**config.mk**
```make
export PLATFORM = sky130hd
export DESIGN_NAME = mem_stage_flat
export DESIGN_NICKNAME = d
export VERILOG_FILES = /design/src/rtl/mem_stage_if.sv /design/src/rtl/mem_stage.sv /design/src/flat_wrapper.sv
export SDC_FILE = /design/constraint.sdc
export NUM_CORES = 1
export LEC_CHECK = 0
export BUFFER_PORTS_ARGS = -buffer_cell sky130_fd_sc_hd__buf_2
export CORE_MARGIN = 8
export CORE_UTILIZATION = 44
export DETAILED_ROUTE_END_ITERATION = 10
export HOLD_SLACK_MARGIN = 0.08
export PLACE_DENSITY = 0.74
export SLEW_MARGIN = 15
export SYNTH_ARGS = -nofsm -noshare
export SYNTH_HDL_FRONTEND = slang
export SYNTH_SLANG_ARGS = --single-unit
```
**constraint.sdc**
```tcl
create_clock -name clk -period 2.2 [get_ports clk]
set_clock_uncertainty 0.2 [all_clocks]
set_input_delay 0.55 -clock clk [delete_from_list [all_inputs] [get_ports clk]]
set_output_delay 0.55 -clock clk [all_outputs]
set_load 0.005 [all_outputs]
```
**src/rtl/mem_stage_if.sv**
```systemverilog
// Handshake and data bundle around the memory-access stage: execute-side input,
// write-back-side output, data SRAM read response and the decode-facing hazard bus.
interface mem_stage_if #(
    parameter int EM_BUS_W = 103,
    parameter int MW_BUS_W = 70
);
    logic                MEM_allow_in;
    logic                EXE_to_MEM_valid;
    logic [EM_BUS_W-1:0] EXE_to_MEM_bus;
    logic                MEM_to_WB_valid;
    logic                WB_allow_in;
    logic [MW_BUS_W-1:0] MEM_to_WB_bus;
    logic                data_sram_rvalid;
    logic [31:0]         data_sram_rdata;
    logic [38:0]         MEM_wr_bus;
    logic [31:0]         load_stall_cnt;

    // The stage itself.
    modport slave (
        output MEM_allow_in,
        input  EXE_to_MEM_valid,
        input  EXE_to_MEM_bus,
        output MEM_to_WB_valid,
        input  WB_allow_in,
        output MEM_to_WB_bus,
        input  data_sram_rvalid,
        input  data_sram_rdata,
        output MEM_wr_bus,
        output load_stall_cnt
    );

    // The surrounding pipeline and memory.
    modport master (
        input  MEM_allow_in,
        output EXE_to_MEM_valid,
        output EXE_to_MEM_bus,
        input  MEM_to_WB_valid,
        output WB_allow_in,
        input  MEM_to_WB_bus,
        output data_sram_rvalid,
        output data_sram_rdata,
        input  MEM_wr_bus,
        input  load_stall_cnt
    );
endinterface

```
**src/rtl/mem_stage.sv**
```systemverilog
// Memory-access pipeline stage: latches the execute payload, waits for / buffers the
// data SRAM read response on loads, and hands the final result to write-back.
module mem_stage #(
    parameter int EM_BUS_W = 103,
    parameter int MW_BUS_W = 70
) (
    input  logic       clk,
    input  logic       resetn,
    mem_stage_if.slave mif
);
    logic                mem_valid;
    logic [EM_BUS_W-1:32] em_q;
    logic [31:0]         rdata_buf;
    logic                rdata_buf_valid;
    logic [31:0]         stall_cnt;

    logic [31:0] alu_result;
    logic        res_from_mem;
    logic        gr_we;
    logic [4:0]  dest;
    logic [31:0] pc;
    logic        ready_go;
    logic        allow_in;
    logic        to_wb_valid;
    logic        fire;
    logic [31:0] load_data;
    logic [31:0] final_result;
    logic [MW_BUS_W-1:0] mw_bus;

    // The instruction word is not needed past execute, so it is never latched.
    logic unused_inst;
    assign unused_inst = ^mif.EXE_to_MEM_bus[31:0];

    assign {alu_result, res_from_mem, gr_we, dest, pc} = em_q;

    assign ready_go     = ~res_from_mem | mif.data_sram_rvalid | rdata_buf_valid;
    assign allow_in     = ~mem_valid | (ready_go & mif.WB_allow_in);
    assign to_wb_valid  = mem_valid & ready_go;
    assign fire         = to_wb_valid & mif.WB_allow_in;
    assign load_data    = rdata_buf_valid ? rdata_buf : mif.data_sram_rdata;
    assign final_result = res_from_mem ? load_data : alu_result;
    assign mw_bus       = {final_result, gr_we, dest, pc};

    // NOTE: all state below is updated with non-blocking assignments so every flop
    // samples the pre-edge values regardless of block ordering.
    always_ff @(posedge clk or negedge resetn) begin
        if (!resetn) begin
            mem_valid <= 1'b0;
        end else if (allow_in) begin
            mem_valid <= mif.EXE_to_MEM_valid;
        end
    end

    always_ff @(posedge clk or negedge resetn) begin
        if (!resetn) begin
            em_q <= '0;
        end else if (mif.EXE_to_MEM_valid && allow_in) begin
            em_q <= mif.EXE_to_MEM_bus[EM_BUS_W-1:32];
        end
    end

    // Capture the response only when it cannot leave this cycle; duplicates and
    // responses with no load in flight leave the buffer untouched.
    always_ff @(posedge clk or negedge resetn) begin
        if (!resetn) begin
            rdata_buf       <= 32'd0;
            rdata_buf_valid <= 1'b0;
        end else if (mem_valid && res_from_mem && mif.data_sram_rvalid &&
                     !rdata_buf_valid && !fire) begin
            rdata_buf       <= mif.data_sram_rdata;
            rdata_buf_valid <= 1'b1;
        end else if (fire) begin
            rdata_buf_valid <= 1'b0;
        end
    end

    always_ff @(posedge clk or negedge resetn) begin
        if (!resetn) begin
            stall_cnt <= 32'd0;
        end else if (mem_valid && res_from_mem && !ready_go && (stall_cnt != 32'hFFFF_FFFF)) begin
            stall_cnt <= stall_cnt + 32'd1;
        end
    end

    assign mif.MEM_allow_in    = allow_in;
    assign mif.MEM_to_WB_valid = to_wb_valid;
    assign mif.MEM_to_WB_bus   = mw_bus;
    assign mif.load_stall_cnt  = stall_cnt;
    // fwd_ok is qualified by mem_valid so the hazard bus reads all-zero while idle.
    assign mif.MEM_wr_bus      = {gr_we & mem_valid, ready_go & mem_valid, dest, final_result};
endmodule

```
**src/flat_wrapper.sv**
```systemverilog
// flat-port wrapper written by rule: the top's interface ports become plain ports
module mem_stage_flat 
#(
    parameter int EM_BUS_W = 103,
    parameter int MW_BUS_W = 70
)
  (clk, resetn, mif_MEM_allow_in, mif_EXE_to_MEM_valid, mif_EXE_to_MEM_bus, mif_MEM_to_WB_valid, mif_WB_allow_in, mif_MEM_to_WB_bus, mif_data_sram_rvalid, mif_data_sram_rdata, mif_MEM_wr_bus, mif_load_stall_cnt);
  mem_stage_if #(.EM_BUS_W(EM_BUS_W), .MW_BUS_W(MW_BUS_W)) mif_i ();
  input  logic clk;
  input  logic resetn;
  output wire logic [$bits(mif_i.MEM_allow_in)-1:0] mif_MEM_allow_in;
  input wire logic [$bits(mif_i.EXE_to_MEM_valid)-1:0] mif_EXE_to_MEM_valid;
  input wire logic [$bits(mif_i.EXE_to_MEM_bus)-1:0] mif_EXE_to_MEM_bus;
  output wire logic [$bits(mif_i.MEM_to_WB_valid)-1:0] mif_MEM_to_WB_valid;
  input wire logic [$bits(mif_i.WB_allow_in)-1:0] mif_WB_allow_in;
  output wire logic [$bits(mif_i.MEM_to_WB_bus)-1:0] mif_MEM_to_WB_bus;
  input wire logic [$bits(mif_i.data_sram_rvalid)-1:0] mif_data_sram_rvalid;
  input wire logic [$bits(mif_i.data_sram_rdata)-1:0] mif_data_sram_rdata;
  output wire logic [$bits(mif_i.MEM_wr_bus)-1:0] mif_MEM_wr_bus;
  output wire logic [$bits(mif_i.load_stall_cnt)-1:0] mif_load_stall_cnt;
  assign mif_MEM_allow_in = mif_i.MEM_allow_in;
  assign mif_i.EXE_to_MEM_valid = mif_EXE_to_MEM_valid;
  assign mif_i.EXE_to_MEM_bus = mif_EXE_to_MEM_bus;
  assign mif_MEM_to_WB_valid = mif_i.MEM_to_WB_valid;
  assign mif_i.WB_allow_in = mif_WB_allow_in;
  assign mif_MEM_to_WB_bus = mif_i.MEM_to_WB_bus;
  assign mif_i.data_sram_rvalid = mif_data_sram_rvalid;
  assign mif_i.data_sram_rdata = mif_data_sram_rdata;
  assign mif_MEM_wr_bus = mif_i.MEM_wr_bus;
  assign mif_load_stall_cnt = mif_i.load_stall_cnt;
  mem_stage #(.EM_BUS_W(EM_BUS_W), .MW_BUS_W(MW_BUS_W)) u_core (.clk(clk), .resetn(resetn), .mif(mif_i));
endmodule
```
==> out/qor.csv <==
metric,value,unit
status,"finished, violations left",
failed_checks,negative setup slack,
gp_congestion,0.797,
grt_pass1_vias,5157,
portBuffers,250,
hpwl,12300,um
synth_flop_cell,dfrtp_1,
grt_max_degree,64,
fin_util,0.573,
wl_per_cell,17.0,um
clockRootBuffer,clkbuf_16,
vias,4849,
criticalPathCategory,flip-flop to output port,
p_switching,2.60,mW
die_x,140,um
fin_crit_sh,1.07,
worstRegToRegCells,6,
grt_antenna_before_repair,1,
slew_viol_final,0,
max_clock_freq,426,MHz
area_delta_synth_final,28.4,%
drive_above_1_share,0.580,
r2r-end,u_core.mif.load_stall_cnt[28]$_DFFE_PN0P_,
fin_crit,2.34,ns
peakVddDrop,595,uV
hold_viol,0,
coreArea,15100,sq um
max_slew.worst_pin.slew,0.349,ns
whs_path_depth,2,
p_per_area,1050,nW/um^2
p_int,6.47,mW
setup_viol,67,
tritoncts,built,
clockPowerShare,0.318,
hold_path.class,input port to flip-flop,
dieArea,19500,sq um
cp-start-kind,flip-flop,
clockBufferDepth,2,
path_clk_slew,0.06,ns
final_cell_mix,"buf_2 (249), dfrtp_1 (135), mux2_2 (103)",
io_pins,283,
use_met2,0.280,
power.share.sequential,0.393,
holdPathEnd,u_core.rdata_buf_valid$_DFFE_PN0P_,
rrSetupSlack,0.13,ns
drc,0,
grt_overflow,0,
use_met1,0.185,
hold_start,mif_WB_allow_in,
synthesis.nets,705,
yosysSeqAreaShare,0.509,
crit_path_max_fanout,12,
cap_violations,0,
fin_nets,911,
setup_slack,-0.145,ns
synth_cell_types,37,
syn_area,6730,sq um
reg2reg_from,u_core.mif.load_stall_cnt[31]$_DFFE_PN0P_,
cts-buffers-inserted,17,
synth.avg_cell_area,11.9,sq um
grt_use_total,0.168,
synth_edf_count,0,
first_pass_iters,4,
htreeDepth,4,
critPathCaptureType,output port,
ys_warn_count,0,
busiest_layer,met2,
p_sw_frac,0.287,
cp.arrival,1.59,ns
num-fill-cells,1323,
num_antenna_cells,0,
stdcell_area,8650,sq um
rsz0062_at_grt,yes,
antenna_left,0,
worst_skew_pair.late_latency,0.41,ns
synthArstFlopShare,1.00,
cellLeakagePower,4.23,nW
die_h,140,um
start_util,0.446,
critPathRequiredTime,1.45,ns
placementRows,45,
placed_cell_area,7900,sq um
drt_iter0_drc,219,
drt-total-wl,16400,um
share_comb_of_total_power,0.289,
via_per_inst,5.00,
numClockSinks,137,
ys_seq_elements,137,
syn-instance-count,564,
grt_pass1_wl,26400,um
use_met3,0.0749,
layout_commonest_cell,buf_2,
max_slew_margin,0.765,
[worst max-delay path, stage by stage, from the launching register on]
cell and delay, ns:
dfrtp_2 0.48, buf_12 0.20, mux2i_1 0.25, a21oi_2 0.10, buf_2 0.14
[cells by family (layout without fill, tap and decap cells)]
kind of cell             count (synthesis)  after routing  synth area share
flip-flops                             137            137             0.509
buffers and inverters                  103            320             0.102
XOR/XNOR                                30             30            0.0390
AND/OR/NAND/NOR                        116            116            0.0927
adder cells (fa/ha/maj)                  1              1           0.00186
multiplexers                           136            136             0.221
AO/OA/AOI/OAI                           41             41            0.0334
[metal layers]
| metal | up-vias | wire (um) |
|---|---|---|
| li1 | 2287 | - |
| met1 | 2368 | 6820 |
| met2 | 166 | 7920 |
| met3 | 26 | 1370 |
| met4 | 2 | 327 |
| met5 | - | 13 |
[final cells by class]
class                      instances  area [sq um]  share of cell area
multi-input combinational        324          2700               0.312
timing repair buffer             288          1670               0.193
tap                              188           235              0.0272
inverter                           2          7.51            0.000868
clock inverter                    11           149              0.0172
sequential                       137          3430               0.397
clock buffer                      19           453              0.0524
[power groups by stage]
stage | clock network, mW | registers [mW] | logic, mW
final | 2.89 | 3.56 | 2.62
after global routing | 3.07 | 3.65 | 2.89
after CTS | 2.96 | 3.55 | 2.58
after detailed placement | 0 | 3.59 | 2.55
after global placement | 0 | 3.55 | 2.50
after floorplan | 0 | 3.51 | 1.91
[how the worst max path moves through the flow]
stage	startpoint	slack (ns)	to	depth (start not counted)
final	u_core.rdata_buf_valid$_DFFE_PN0P_	-0.14	mif_MEM_wr_bus[6]	4
after global routing	u_core.rdata_buf_valid$_DFFE_PN0P_	-0.20	mif_MEM_to_WB_bus[66]	4
after CTS	u_core.rdata_buf_valid$_DFFE_PN0P_	-0.17	mif_MEM_to_WB_bus[66]	4
after detailed placement	mif_data_sram_rvalid	-0.08	u_core.mif.load_stall_cnt[24]$_DFFE_PN0P_	6
after global placement	mif_data_sram_rvalid	-0.02	u_core.mif.load_stall_cnt[24]$_DFFE_PN0P_	6
after floorplan	u_core.rdata_buf_valid$_DFFE_PN0P_	0.02	mif_MEM_wr_bus[2]	5
[what timing repair did]
action	in CTS	in global routing
setup buffers	0	2
gates cloned	0	1
gates resized for setup	7	17
setup endpoints to repair	65	69
pin swaps	7	6
hold buffers	1	0
hold endpoints to repair	31	0
[Yosys cell counts, types with 2 or more instances]
cell type  count  area share
a21oi_1       36       0.027
nor3_1         5      0.0037
nor3b_2        2      0.0037
inv_1          2      0.0011
a31oi_1        2      0.0019
nand4_1        8      0.0074
nand2_1       17      0.0095
mux2_2       103        0.17
dfrtp_1      137        0.51
nand2b_1       2      0.0019
nand3_1       13      0.0097
nor4_2         2      0.0037
clkbuf_1       5      0.0028
mux2i_1       32       0.048
buf_2         14       0.010
buf_4         76       0.085
and3_1         6      0.0056
nor2_1        48       0.027
buf_1          6      0.0033
and4_1         3      0.0039
xnor2_1       14       0.018
xor2_1        16       0.021
[state kept, by name, indices dropped and copies added (netlist names)]
register                   cells
u_core.em_q                   71
u_core.mif.load_stall_cnt     32
u_core.rdata_buf              32
u_core.mem_valid               1
u_core.rdata_buf_valid         1
[metrics by stage]
stage	cells	TNS [ns]	worst slack [ns]	hold WS [ns]	power [mW]
6_report	969	-6.11	-0.145	0.156	9.07
5_1_grt	969	-11.23	-0.203	0.141	9.61
4_1_cts	966	-7.60	-0.165	0.136	9.10
3_5_place_dp	935	-0.121	-0.0769	0.257	6.14
3_3_place_gp	935	-0.0199	-0.0199	0.256	6.05
2_1_floorplan	564	0	0.0230	0.0544	5.42
Power figures use the tool's default switching activity.
